[src/rtl/pipe_hazard_ctrl.sv]
// Pipeline hazard controller: load-use stall/bubble, EX operand forwarding, ID write-back bypass, redirect flush.
// Optional HAZARD_PERF_CNT_EN adds stall_cnt/flush_cnt event counters.
module pipe_hazard_ctrl #(
   parameter int RIDX_W = 5,
   parameter int NREG   = 32
) (
   input  logic              clk,
   input  logic              rst_n,
   input  logic              id_valid,
   input  logic [RIDX_W-1:0] id_rs,
   input  logic [RIDX_W-1:0] id_rt,
   input  logic              id_use_rs,
   input  logic              id_use_rt,
   input  logic [RIDX_W-1:0] id_rw,
   input  logic              id_regwr,
   input  logic              id_memtoreg,
   input  logic              redirect,
   output logic              stall,
   output logic              bubble,
   output logic              flush_if,
   output logic              flush_id,
   output logic              flush_ex,
   output logic [1:0]        fwd_a,
   output logic [1:0]        fwd_b,
   output logic              byp_a,
   output logic              byp_b
`ifdef HAZARD_PERF_CNT_EN
   ,
   output logic [31:0]       stall_cnt,
   output logic [31:0]       flush_cnt
`endif
);

   typedef struct packed {
      logic              valid;
      logic [RIDX_W-1:0] rw;
      logic              regwr;
      logic              memtoreg;
   } rec_t;

   localparam rec_t REC_NONE = '{valid: 1'b0, rw: {RIDX_W{1'b0}}, regwr: 1'b0, memtoreg: 1'b0};

   // Register 0 is hard-wired zero and never participates in a dependency.
   function automatic logic live_idx(input logic [RIDX_W-1:0] idx);
      return (idx != {RIDX_W{1'b0}}) && (int'(idx) < NREG);
   endfunction

   function automatic logic writes(input logic valid, input logic regwr,
                                   input logic [RIDX_W-1:0] rw, input logic [RIDX_W-1:0] idx);
      return valid && regwr && live_idx(rw) && (rw == idx);
   endfunction

   rec_t       ex_r, mem_r, wb_r;
   logic [1:0] fwd_a_r, fwd_b_r;
   logic [1:0] fwd_a_nxt_s, fwd_b_nxt_s;
   logic       rs_live_s, rt_live_s;
   logic       load_use_s, capture_s;
   logic       unused_s;

   assign rs_live_s = id_valid && id_use_rs && live_idx(id_rs);
   assign rt_live_s = id_valid && id_use_rt && live_idx(id_rt);

   assign load_use_s = ex_r.memtoreg &&
                       ((rs_live_s && writes(ex_r.valid, ex_r.regwr, ex_r.rw, id_rs)) ||
                        (rt_live_s && writes(ex_r.valid, ex_r.regwr, ex_r.rw, id_rt)));

   // The ID instruction enters EX only when it is live and neither bubbled nor flushed.
   assign capture_s = id_valid && !load_use_s && !redirect;

   // Only the EX record's load flag matters for hazards; later stages keep it for completeness.
   assign unused_s = mem_r.memtoreg ^ wb_r.memtoreg;

   // Hazard, flush and bypass outputs; redirect overrides load-use, reset silences everything.
   always_comb begin
      stall    = 1'b0;
      bubble   = 1'b0;
      flush_if = 1'b0;
      flush_id = 1'b0;
      flush_ex = 1'b0;
      byp_a    = 1'b0;
      byp_b    = 1'b0;
      if (rst_n) begin
         if (redirect) begin
            flush_if = 1'b1;
            flush_id = 1'b1;
            flush_ex = 1'b1;
         end else if (load_use_s) begin
            stall  = 1'b1;
            bubble = 1'b1;
         end else begin
            stall  = 1'b0;
            bubble = 1'b0;
         end
         byp_a = rs_live_s && writes(wb_r.valid, wb_r.regwr, wb_r.rw, id_rs);
         byp_b = rt_live_s && writes(wb_r.valid, wb_r.regwr, wb_r.rw, id_rt);
      end else begin
         stall = 1'b0;
      end
   end

   // Forward select for the next EX cycle: the newest in-flight producer wins.
   always_comb begin
      fwd_a_nxt_s = 2'd0;
      fwd_b_nxt_s = 2'd0;
      if (rs_live_s && writes(ex_r.valid, ex_r.regwr, ex_r.rw, id_rs)) begin
         fwd_a_nxt_s = 2'd1;
      end else if (rs_live_s && writes(mem_r.valid, mem_r.regwr, mem_r.rw, id_rs)) begin
         fwd_a_nxt_s = 2'd2;
      end else begin
         fwd_a_nxt_s = 2'd0;
      end
      if (rt_live_s && writes(ex_r.valid, ex_r.regwr, ex_r.rw, id_rt)) begin
         fwd_b_nxt_s = 2'd1;
      end else if (rt_live_s && writes(mem_r.valid, mem_r.regwr, mem_r.rw, id_rt)) begin
         fwd_b_nxt_s = 2'd2;
      end else begin
         fwd_b_nxt_s = 2'd0;
      end
   end

   // Shadow pipeline records and registered forward selects.
   always_ff @(posedge clk) begin
      if (!rst_n) begin
         ex_r    <= REC_NONE;
         mem_r   <= REC_NONE;
         wb_r    <= REC_NONE;
         fwd_a_r <= 2'd0;
         fwd_b_r <= 2'd0;
      end else begin
         if (capture_s) begin
            ex_r <= '{valid: 1'b1, rw: id_rw, regwr: id_regwr, memtoreg: id_memtoreg};
         end else begin
            ex_r <= REC_NONE;
         end
         if (redirect) begin
            mem_r <= REC_NONE;
         end else begin
            mem_r <= ex_r;
         end
         wb_r <= mem_r;
         if (capture_s) begin
            fwd_a_r <= fwd_a_nxt_s;
            fwd_b_r <= fwd_b_nxt_s;
         end else begin
            fwd_a_r <= 2'd0;
            fwd_b_r <= 2'd0;
         end
      end
   end

   assign fwd_a = fwd_a_r;
   assign fwd_b = fwd_b_r;

`ifdef HAZARD_PERF_CNT_EN
   logic [31:0] stall_cnt_r, flush_cnt_r;

   // Event counters wrap naturally at 2^32.
   always_ff @(posedge clk) begin
      if (!rst_n) begin
         stall_cnt_r <= 32'd0;
         flush_cnt_r <= 32'd0;
      end else begin
         if (stall) begin
            stall_cnt_r <= stall_cnt_r + 32'd1;
         end else begin
            stall_cnt_r <= stall_cnt_r;
         end
         if (redirect) begin
            flush_cnt_r <= flush_cnt_r + 32'd1;
         end else begin
            flush_cnt_r <= flush_cnt_r;
         end
      end
   end

   assign stall_cnt = stall_cnt_r;
   assign flush_cnt = flush_cnt_r;
`endif

endmodule

[config.mk]
export PLATFORM = sky130hd
export DESIGN_NAME = pipe_hazard_ctrl
export DESIGN_NICKNAME = d
export VERILOG_FILES = /design/src/rtl/pipe_hazard_ctrl.sv
export SDC_FILE = /design/constraint.sdc
export NUM_CORES = 1
export LEC_CHECK = 0
export CAP_MARGIN = 15
export CORE_UTILIZATION = 43
export CTS_CLUSTER_SIZE = 14
export DETAILED_ROUTE_END_ITERATION = 7
export PLACE_DENSITY = 0.74
export SETUP_SLACK_MARGIN = 0.3
export SLEW_MARGIN = 40
export SYNTH_ARGS = -nofsm -noshare
export SYNTH_HDL_FRONTEND = slang
export SYNTH_SLANG_ARGS = --single-unit
export TNS_END_PERCENT = 20
[constraint.sdc]
create_clock -name clk -period 1.6 [get_ports clk]
set_input_delay 0.16 -clock clk [delete_from_list [all_inputs] [get_ports clk]]
set_output_delay 0.16 -clock clk [all_outputs]
set_load 0.02 [all_outputs]
=== Word-level counts from Yosys, hierarchy flattened ===
Index checks and enable logic that the tools add are counted.

* Add/sub/neg operators: 0
* $mul: 0
* Div/mod/pow operators: 0
* $lt $le $gt $ge: 0
* Eq/ne operators: 6
* Shift operators: 0
* Mux-type cells: 12
* Bitwise operators: 2
* Reductions and logical operators: 37

{| class="wikitable"
|+ Operators with widths
! kind !! count
|-
| $eq 5x5->1 || 6
|-
| $logic_and 1x1->1 || 25
|-
| $reduce_bool 5->1 || 5
|-
| $mux 1 || 9
|-
| $mux 8 || 1
|-
| $reduce_or 3->1 || 2
|-
| $mux 2 || 2
|-
| $logic_not 1->1 || 2
|-
| $not 1->1 || 2
|-
| $reduce_and 2->1 || 1
|-
| $reduce_or 2->1 || 1
|-
| $logic_or 1x1->1 || 1
|}

* Bits in registers: 26
* Latch bits: 0
* Memory bits (writable): 0
* ROM bits: 0
* Input bits: 23
* Output and inout bits: 11
* Word-level logic and storage cells: 71
* Memories kept: 0

=== Logic depth before layout (Yosys ltp) ===
Gate-level depths: netlist of run 1.

* Depth after elaboration: 11
* Mapped depth: 6
* Mapped depth without buffers: 4

=== Worst setup path after synthesis of run 1 ===
OpenSTA, ideal clock, no wires.

* Path kind: flip-flop to output port
* Start: register ex_r[3] in the netlist's numbering
* End: output port stall
* Arrival time: 1.651 ns
* Slack: -0.211 ns
* Stages on the path, launching flop included: 6
* Buffers on the path: 1
* Cells stage by stage: dfxtp_1 > or4_4 > o211ai_2 > nor3_1 > o211a_1 > buf_4

* Cells in the longest elaborated chain, start to end: 9

{| class="wikitable"
|+ RTL lines
! what !! line !! source
|-
| from (decl) || 53 || <nowiki>rec_t ex_r, mem_r, wb_r;</nowiki>
|-
| from (signal assigned) || 131 || <nowiki>ex_r <= '{valid: 1'b1, rw: id_rw, regwr: id_regwr, memtoreg: id_memtoreg};</nowiki>
|-
| $reduce_bool 5->1 || 45 || <nowiki>return (idx != {RIDX_W{1'b0}}) && (int'(idx) < NREG);</nowiki>
|-
| $logic_and 1x1->1 (2 in series) || 50 || <nowiki>return valid && regwr && live_idx(rw) && (rw == idx);</nowiki>
|-
| $logic_and 1x1->1 (on tied branches) || 64, 65 ||
|-
| $logic_or 1x1->1 (*) || 64 || <nowiki>((rs_live_s && writes(ex_r.valid, ex_r.regwr, ex_r.rw, id_rs)) ||</nowiki>
|-
| $logic_and 1x1->1 (*) || 63 || <nowiki>assign load_use_s = ex_r.memtoreg &&</nowiki>
|-
| $mux 1 (*) (3 in series) || n/a ||
|-
| to (decl) || 18 || <nowiki>output logic stall,</nowiki>
|}

Mark *: on every way between the ends. The rest lies on a longest branch, timed or not.

=== Worst setup path in the final report of run 1 ===
* Start: register ex_r[5] in the netlist's numbering
* End: output port bubble

* Cells in the longest elaborated chain, start to end: 9

{| class="wikitable"
|+ RTL lines
! what !! line !! source
|-
| $reduce_bool 5->1 || 45 ||
|-
| $logic_and 1x1->1 (2 in series) || 50 ||
|-
| $logic_and 1x1->1 (on tied branches) || 64, 65 ||
|-
| $logic_or 1x1->1 (*) || 64 ||
|-
| $logic_and 1x1->1 (*) || 63 ||
|-
| $mux 1 (*) || 87 || <nowiki>end else if (load_use_s) begin</nowiki>
|-
| $mux 1 (*) || 83 || <nowiki>if (redirect) begin</nowiki>
|-
| $mux 1 (*) || 82 || <nowiki>if (rst_n) begin</nowiki>
|-
| to (decl) || 19 || <nowiki>output logic bubble,</nowiki>
|}

Marked as above.

==> results by group, run 1 <==
Status
  – Status: complete, but fails checks
  – Failing checks: design-rule violations, negative setup slack

Floorplan
  – Die area: between 3000 and 4000 sq um
  – I/O pin count: 34
  – Die W: 57.7 um
  – Core Region: 2850 sq um
  – # rows: 19
  – Initial Util: 46.8%
  – Die H: 57.7 um

Final layout
  – Commonest non-fill, non-tap cell in the layout: buf_4
  – Util after Layout: 74.5%
  – Fraction of layout cells with a size suffix above 1: 40.4%
  – Layout Cells excl Fill: about 240
  – Final nets: 232
  – Area growth syn-to-layout: 59.1%
  – Antenna cells: 0
  – Commonest non-fill, non-tap cells in the layout: buf_4 (43), xnor2_1 (23), dfxtp_1 (22)

Critical path
  – Worst Path Required: 1.44 ns
  – Worst reg2reg path depth: 7
  – CP endpoint kind: primary output
  – Worst Path Max Fanout: 3
  – WS Path Type: register to primary output
  – CP startpoint kind: register
  – Critical Path AT: roughly 1.9 ns

STA
  – Measured slew at the worst slew-check pin: 0.661 ns
  – Fmax: around 480 MHz
  – Setup violators final: 14
  – RSZ-0062 raised after global routing: true
  – Tcrit/Tclk final: 130%
  – Worst slew margin: between 50% and 60%
  – Clk_skew: between 0.01 and 0.015 ns
  – Worst setup margin: -0.475 ns
  – Hold slack: 0.333 ns
  – Slew Limit Fails: 0
  – Final hold viol count: 0
  – Minimum clock period: 2.08 ns

Synth
  – EDFF count, synth: 0
  – Yosys reg bits: 26
  – Fraction of synthesis flops using an asynchronous set or reset pin: 0%
  – Unique masters post-synth: 27
  – Syn Inst Count: 133
  – Syn Area/Cell: 10.0 sq um
  – Post-synthesis sequential area ratio: a little under 40%
  – Ys flop type: dfxtp_1
  – Mapped cell area: approximately 1300 sq um
  – Syn nets: about 160
  – Synth warn: 0

Clocking
  – CTS tree: yes
  – CTS Hold Bufs: 0
  – H-Tree Depth: 1
  – Clk slew on worst S/H paths: between 0.1 and 0.15 ns
  – CTS sink count: 26
  – Clock latency on the worst-skew pair: 0.33 ns
  – CTS Buf Count: 3
  – Clock Tree Root: clkbuf_4
  – Clock buffer depth: 2

Placed design
  – Inst Count DP: between 200 and 250
  – DPL Wire Length: 3.03 mm
  – I/O Buffers: 33
  – GP Congestion: 0.850

Power
  – Leak: around 0.91 nW
  – Total power divided by cell area: 652 nW/um^2
  – Worst ir drop on vdd: 0.000595 V

Detailed routing
  – Vias per inst: 5.23
  – Final antenna-violating net count: 0
  – Vias: 1251
  – Post-DR wirelength/cell: 16.1 um
  – DRT Wirelength: around 3.8 mm
  – DRC violations left: 5
  – DR iter-0 viols: between 40 and 50
  – Pre-antenna DRT Iters: 6

Hold path
  – Hold Path Class: primary input to register
  – Worst Hold Depth: 2

Global route
  – Overflow after GRT: 0
  – Vias in the first global route: 1302
  – Largest net degree at the start of global routing: 16
  – First-pass GRT wire length: 6.20 mm
  – GRT Total Usage: 25.6%
  – Initial antenna violation count: 0

Flow run
  – Max_cap viols: 0
-- flip-flops by register name (all words and copies together), names as in the netlist --
register and count:
wb_r 7, ex_r 8, fwd_a 2, mem_r 7, fwd_b 2
-- cell usage after synthesis, drive strengths merged (3+ instances only) --
cell type,count,share of area [%]
and2,16,7.5
buf,3,1.7
dfxtp,26,39
inv,8,2.2
nand2,4,1.1
nand3,3,1.1
nand4,4,1.9
nor3,4,1.5
nor4,13,8.0
o211ai,3,3.5
or4,5,3.7
xnor2,24,16
xor2,6,3.9
-- critical path: stages (launching register included) --
cell and delay [ns]:
dfxtp_2 0.35, or4_4 0.57, o211ai_4 0.22, nor3_4 0.07, o211a_1 0.22, buf_2 0.16
-- cells by family after synthesis --
kind of cell	Yosys count	share of synthesized area, %
compound gates	8	8.15
xor+xnor	30	19.7
buf+inv	13	4.59
flops	26	39.0
simple gates	56	28.6
-- where the power goes --
| part | switching (mW) | total (mW) | internal, mW |
|---|---|---|---|
| Clock | 0.198 | 0.452 | 0.254 |
| Combinational | 0.116 | 0.270 | 0.154 |
| Sequential | 0.00724 | 0.664 | 0.657 |
-- routing by layer --
metal | part of all wire (%) | vias up | GRT usage (%)
met4 | 2.1 | 0 | 11.6
li1 | - | 616 | -
met3 | 4.5 | 9 | 3.79
met5 | 0 | - | 0
met2 | 50 | 40 | 44.5
met1 | 44 | 586 | 31.4
-- cell type report --
class,count,area (sq um)
flip-flops and latches,26,526
multi-input cells,94,860
repair buffers,76,618
inverters,8,30.0
well taps,31,38.8
clock buffers,3,22.5
fillers,214,728
clock inverters,1,30.0
-- per-stage QoR --
stage	area [sq um]	setup slack (ns)	total power [mW]	TNS [ns]
floorplan	1360	-0.184	0.777	-0.202
global placement	2000	-0.732	0.924	-7.57
detailed placement	2000	-0.753	0.933	-8.34
CTS	2100	-0.491	1.39	-2.80
global route	2120	-0.560	1.44	-4.58
finish	2120	-0.475	1.39	-3.52
-- what timing repair did --
action / 4_1_cts / 5_1_grt
buffers inserted: 0 / 2
gates resized for setup: 38 / 12
pin swaps: 4 / 3
endpoints found under the setup margin: 23 / 19
-- final timing paths --
path              startpoint  endpoint  slack [ns]
setup / recovery     ex_r[5]    bubble       -0.48
hold / removal         rst_n   wb_r[1]        0.33
setup reg to reg     ex_r[5]  fwd_a[1]       -0.27
hold reg to reg     mem_r[1]   wb_r[1]        0.47
Power figures use the tool's default switching activity.
==> run 2: changes to the inputs <==
RECOVER_POWER = 100   (was not set)
==> run 2 against run 1 <==
The flow still finishes with violations (design-rule violations, negative setup slack). Register-to-register slack barely moved. Core utilization fell by 0.79 points. Combinational power barely moved. Final cell count did not move. Critical path depth did not move. Critical endpoint unchanged. Critical path type unchanged. Die area did not move.
==> results by group, run 2 (synthesis results as in run 1) <==
Status
  – Status: complete, but fails checks
  – Failing checks: design-rule violations, negative setup slack

STA
  – Setup TNS Final: -3.53 ns (-0.0110 ns)
  – Setup violators final: 14 (unchanged)
  – Tcrit/Tclk final: 130% (+0.21 points)
  – Measured slew at the worst slew-check pin: 0.660 ns (-0.000692 ns)
  – Final hold viol count: 0 (unchanged)
  – Clk_skew: 0.0116 ns (-0.000364 ns)
  – Minimum clock period: 2.08 ns (+0.00343 ns)
  – Worst setup margin: -0.479 ns (-0.00343 ns)
  – Slew Limit Fails: 0 (unchanged)
  – RSZ-0062 raised after global routing: true
  – Fmax: 481 MHz (-0.16%)
  – Worst slew margin: 55.7% (about the same)

Final layout
  – Max reg flops: 8 (unchanged)
  – Layout filler cell count: 227 (+6.1%)
  – Fraction of layout cells with a size suffix above 1: 36.5% (-3.8 points)
  – Top Registers: ex_r x8, mem_r x7, wb_r x7
  – Area growth syn-to-layout: 57.5%
  – Antenna cells: 0 (unchanged)
  – Final nets: 232 (unchanged)
  – Biggest register: ex_r
  – Commonest non-fill, non-tap cell in the layout: buf_4
  – Commonest non-fill, non-tap cells in the layout: buf_4 (38), xnor2_1 (23), dfxtp_1 (22)

Critical path
  – CP startpoint kind: register
  – Worst r2r src: ex_r[5]
  – Worst Path Max Fanout: 3 (unchanged)
  – Critical Path AT: 1.92 ns (about the same)
  – Worst Path Required: 1.44 ns (about the same)
  – CP delay by family, top: simple AND/OR/NAND/NOR gates
  – Critical-path cell with the highest stage delay: or4_4
  – Sequence of cells on the critical path: or4_4 -> o211ai_4 -> nor3_4 -> o211a_1 -> buf_2
  – Worst reg2reg path depth: 7 (unchanged)
  – Setup crit start: ex_r[5]
  – Reg2reg setup slack: -0.27 ns (about the same)
  – Crit path largest cell delay: 0.57 ns (about the same)
  – Critical path buffer and inverter count: 1 (unchanged)
  – WS Path Type: register to primary output
  – CP endpoint kind: primary output
  – Critical path depth: 5 (unchanged)

Detailed routing
  – Vias per inst: 5.22 (-0.32%)
  – Vias: 1247 (-0.32%)
  – Pre-antenna DRT Iters: 6 (unchanged)
  – Post-DR wirelength/cell: 16.2 um (+0.78%)
  – DR iter-0 viols: 37 (-16%)
  – Final antenna-violating net count: 0 (unchanged)
  – DRT Wirelength: 3.87 mm (+0.78%)
  – DRC violations left: 5 (unchanged)

Clocking
  – CTS Buf Count: 3 (unchanged)
  – Clock buffer depth: 2 (unchanged)
  – Clk slew on worst S/H paths: 0.14 ns (about the same)
  – H-Tree Depth: 1 (unchanged)
  – CTS Hold Bufs: 0 (unchanged)
  – CTS sink count: 26 (unchanged)
  – Clock Tree Root: clkbuf_4
  – Clock latency on the worst-skew pair: 0.33 ns (about the same)
  – CTS tree: yes

Floorplan
  – # rows: 19 (unchanged)
  – Die H: 57.7 um (unchanged)
  – Core Region: 2850 sq um (unchanged)
  – Die area: 3330 sq um (unchanged)
  – Initial Util: 46.8% (unchanged)
  – Die W: 57.7 um (unchanged)
  – I/O pin count: 34 (unchanged)

Hold path
  – Hold Path Class: primary input to register
  – Worst Hold Depth: 2 (unchanged)
  – HP Start: rst_n

Placed design
  – Pre-CTS WS: -0.753 ns (unchanged)
  – DPL Wire Length: 3.03 mm (unchanged)
  – GP Congestion: 0.850 (unchanged)
  – I/O Buffers: 33 (unchanged)

Global route
  – First-pass GRT wire length: 6.20 mm (unchanged)
  – Largest net degree at the start of global routing: 16 (unchanged)
  – GRT Total Usage: 25.6% (unchanged)
  – Initial antenna violation count: 0 (unchanged)
  – Overflow after GRT: 0 (unchanged)
  – Vias in the first global route: 1302 (unchanged)

Flow run
  – Max_cap viols: 0 (unchanged)

Power
  – Switching share of power: 23.4% (+0.17 points)
  – Worst ir drop on vdd: 0.000594 V (-0.16%)
  – Clock power share: 32.7% (about the same)
  – Internal: 1.06 mW (-0.32%)
  – Leak: 0.877 nW (-3.9%)
  – P_sw: 0.323 mW (+0.61%)
  – Logic pwr share: 19.3% (-0.2 points)
  – Total power divided by cell area: 659 nW/um^2 (+0.96%)
  – Seq pwr share: 48.0% (about the same)
==> run 2: worst register-to-register path, stage by stage, from the launching register on <==
cell and delay [ns]:
dfxtp_2 0.35, or4_4 0.57, o211ai_4 0.22, buf_4 0.14, buf_4 0.09, nor4_2 0.03, buf_4 0.18, nor4_2 0.22
==> run 2: per-layer routing <==
layer	vias up	routed length [um]	global-route usage [%]	part of all wire (%)
li1	616	-	-	-
met2	37	1920	44.5	50
met4	0	80	11.6	2.1
met5	-	0	0	0
met1	585	1700	31.4	44
met3	9	167	3.79	4.3
==> run 2: through the flow <==
stage          hold WS [ns]  cells  cell area, sq um  util, %  total power, mW
2_1_floorplan         0.271    133              1360        -            0.777
3_3_place_gp          0.437    233              2000     70.1            0.924
3_5_place_dp          0.442    233              2000     70.1            0.933
4_1_cts               0.322    237              2100     73.6             1.39
5_1_grt               0.325    239              2100     73.7             1.44
6_report              0.335    239              2100     73.7             1.38
==> run 2: layout make-up <==
cell class / count / area (sq um) / share of cell area [%]
clock buffer: 3 / 22.5 / 1.07
clock inverter: 1 / 30.0 / 1.43
tap: 31 / 38.8 / 1.85
timing repair buffer: 76 / 596 / 28.3
sequential: 26 / 526 / 25.0
inverter: 8 / 30.0 / 1.43
multi-input combinational: 94 / 860 / 40.9
==> run 2: worst paths after layout <==
path | endpoint
max reg2reg | fwd_a[1]
max | bubble
min reg2reg | wb_r[1]
min | wb_r[1]
==> run 2: timing repair <==
action | in CTS | in global routing
gates resized for setup | 38 | 12
pin swaps | 4 | 3
gates cloned | 0 | 0
setup endpoints to repair | 23 | 19
endpoints found under the hold margin | 0 | 0
buffers inserted | 0 | 2
==> run 2: power groups by stage <==
stage               Combinational (mW)  Sequential [mW]  Clock, mW
global route                     0.284            0.665      0.488
floorplan                       0.0994            0.678          0
CTS                              0.263            0.664      0.465
finish                           0.267            0.664      0.453
global placement                 0.247            0.676          0
detailed placement               0.255            0.677          0
==> run 3: changes to the inputs <==
CORE_UTILIZATION = 40   (was 43)
HOLD_SLACK_MARGIN = 0.02   (was not set)
PLACE_DENSITY = 0.7   (was 0.74)
==> run 3 against run 2 <==
The flow finishes with violations (negative setup slack). Combinational power down 2%. Register-to-register slack better by 0.14 ns. Flip-flop and latch count is the same. Sequential power hardly changed. Core utilization down 6.7 points. Maximum frequency rose by 2.4%. Worst setup slack gained 0.050 ns. Highest routed layer unchanged.
==> results by group, run 3 (synthesis results as in run 1) <==
Status
  – Status: complete, but fails checks
  – Failing checks: negative setup slack

Detailed routing
  – Post-DR wirelength/cell: 14.3 um (-11%)
  – DRT Wirelength: 3.58 mm (-7.3%)
  – Final antenna-violating net count: 0 (unchanged)
  – Pre-antenna DRT Iters: 4 (-2)
  – DRC violations left: 0 (-5)
  – Vias per inst: 4.92 (-5.7%)
  – Vias: 1230 (-1.4%)
  – DR iter-0 viols: 43 (+16%)

Critical path
  – Crit path largest cell delay: 0.57 ns (about the same)
  – Critical-path cell with the highest stage delay: or4_4
  – CP endpoint kind: primary output
  – CP Capture Point: bubble
  – WS Path Type: register to primary output
  – Critical path buffer and inverter count: 1 (unchanged)
  – Sequence of cells on the critical path: or4_4 -> o211ai_2 -> nor3_2 -> o211a_1 -> buf_2
  – Setup crit start: ex_r[5]
  – Worst r2r src: ex_r[5]
  – CP startpoint kind: register
  – CP delay by family, top: simple AND/OR/NAND/NOR gates
  – Critical path depth: 5 (unchanged)
  – Worst Path Max Fanout: 3 (unchanged)
  – Worst reg2reg path depth: 5 (-2)
  – Reg2reg setup slack: -0.13 ns (+0.14 ns)
  – Critical Path AT: 1.87 ns (-0.05 ns)
  – Worst Path Required: 1.44 ns (about the same)
  – FF-to-FF End: ex_r[6]

STA
  – Hold slack: 0.361 ns (+0.0264 ns)
  – Measured slew at the worst slew-check pin: 0.546 ns (-0.115 ns)
  – Setup TNS Final: -2.53 ns (+1.00 ns)
  – Tcrit/Tclk final: 127% (-3.1 points)
  – Fmax: 493 MHz (+2.4%)
  – Worst setup margin: -0.429 ns (+0.0496 ns)
  – Minimum clock period: 2.03 ns (-0.0496 ns)
  – Final hold viol count: 0 (unchanged)
  – Clk_skew: 0.00485 ns (-0.00670 ns)
  – RSZ-0062 raised after global routing: true
  – Worst slew margin: 63.4% (+7.7 points)
  – Setup violators final: 14 (unchanged)
  – Slew Limit Fails: 0 (unchanged)

Power
  – Worst ir drop on vdd: 0.000414 V (-30%)
  – Clock power share: 25.7% (-7.0 points)
  – Leak: 0.881 nW (+0.51%)
  – Seq pwr share: 53.4% (+5.4 points)
  – Total power divided by cell area: 598 nW/um^2 (-9.1%)
  – P_sw: 0.300 mW (-7.2%)
  – Switching share of power: 24.2% (+0.79 points)
  – Pwr Total: 1.24 mW (-10%)
  – Logic pwr share: 21.0% (+1.7 points)
  – Internal: 0.943 mW (-11%)

Clocking
  – Clock Tree Root: clkbuf_4
  – H-Tree Depth: 1 (unchanged)
  – Clock latency on the worst-skew pair: 0.31 ns (-0.02 ns)
  – CTS tree: yes
  – Clock buffer depth: 2 (unchanged)
  – Clk slew on worst S/H paths: 0.13 ns (about the same)
  – CTS Buf Count: 3 (unchanged)
  – CTS sink count: 26 (unchanged)

Floorplan
  – Die area: 3570 sq um (+7.2%)
  – Core Region: 3100 sq um (+8.8%)
  – Die W: 59.8 um (+3.6%)
  – Initial Util: 43.0% (-3.8 points)
  – Die H: 59.8 um (+3.6%)
  – I/O pin count: 34 (unchanged)
  – # rows: 20 (+1)

Final layout
  – Area growth syn-to-layout: 55.6%
  – Multi-input logic area: 846 sq um (-1.6%)
  – Biggest register: ex_r
  – Commonest non-fill, non-tap cells in the layout: buf_4 (37), dfxtp_1 (23), xnor2_1 (19)
  – Layout Cell Area excl Fill: 2080 sq um (-1.2%)
  – Util after Layout: 66.9% (-6.7 points)
  – Final nets: 230 (-0.86%)
  – Reg area: 524 sq um (-0.24%)
  – Max reg flops: 8 (unchanged)
  – Commonest non-fill, non-tap cell in the layout: buf_4
  – Antenna cells: 0 (unchanged)
  – Fraction of layout cells with a size suffix above 1: 35.4% (-1.1 points)
  – Top Registers: ex_r x8, mem_r x7, wb_r x7
  – Layout filler cell count: 270 (+19%)

Global route
  – GRT Total Usage: 22.7% (-2.9 points)
  – Largest net degree at the start of global routing: 15 (-1)
  – Overflow after GRT: 0 (unchanged)
  – Initial antenna violation count: 0 (unchanged)
  – First-pass GRT wire length: 5.80 mm (-6.4%)
  – Vias in the first global route: 1276 (-2.0%)

Hold path
  – Worst Hold Depth: 3 (+1)
  – Hold Path Class: primary input to register

Placed design
  – GP Congestion: 0.872 (+2.6%)
  – I/O Buffers: 33 (unchanged)
  – DPL Wire Length: 2.78 mm (-8.1%)
  – Placed Area: 1990 sq um (-0.69%)

Flow run
  – Max_cap viols: 0 (unchanged)
==> run 3: final cells by class <==
class                           count  share of cell area, %
Multi-Input combinational cell     94                   40.7
Sequential cell                    26                   25.2
Timing Repair Buffer               74                   28.2
Tap cell                           44                   2.65
Inverter                            8                   1.45
Clock buffer                        4                   1.75
==> run 3: per-layer routing <==
layer	share of wire, %	global-route usage [%]	vias to the layer above	routed length [um]
met5	0	0	-	0
met4	2.8	11.6	0	101
met3	4.9	3.68	10	175
met2	50	38.6	37	1800
met1	42	27.5	573	1510
li1	-	-	610	-
==> run 3: worst min-delay path, stage by stage <==
cell	delay (ns)
clkdlybuf4s50_1	0.39
inv_1	0.05
nor4_1	0.05
==> run 3: worst min-delay path by stage <==
stage,from,endpoint
finish,id_rw[1],ex_r[3]
global route,id_rw[3],ex_r[5]
CTS,id_rw[1],ex_r[3]
detailed placement,ex_r[7],mem_r[7]
global placement,ex_r[1],mem_r[1]
floorplan,id_rw[4],ex_r[6]
==> run 3: timing repair <==
item	4_1_cts	5_1_grt
pin swaps	6	3
setup buffers	4	0
hold buffers	0	0
setup endpoints to repair	23	18
resized for setup	43	8
==> run 3: power by group through the flow <==
stage	registers, mW	clock network, mW	logic [mW]
2_1_floorplan	0.678	0	0.0994
3_3_place_gp	0.677	0	0.244
3_5_place_dp	0.677	0	0.248
4_1_cts	0.663	0.324	0.254
5_1_grt	0.665	0.353	0.280
6_report	0.663	0.319	0.261
==> run 3: per-stage QoR <==
| step | worst slack (ns) | instances |
|---|---|---|
| after floorplan | -0.184 | 133 |
| after global placement | -0.739 | 242 |
| after detailed placement | -0.750 | 242 |
| after CTS | -0.431 | 250 |
| after global routing | -0.491 | 250 |
| final | -0.429 | 250 |
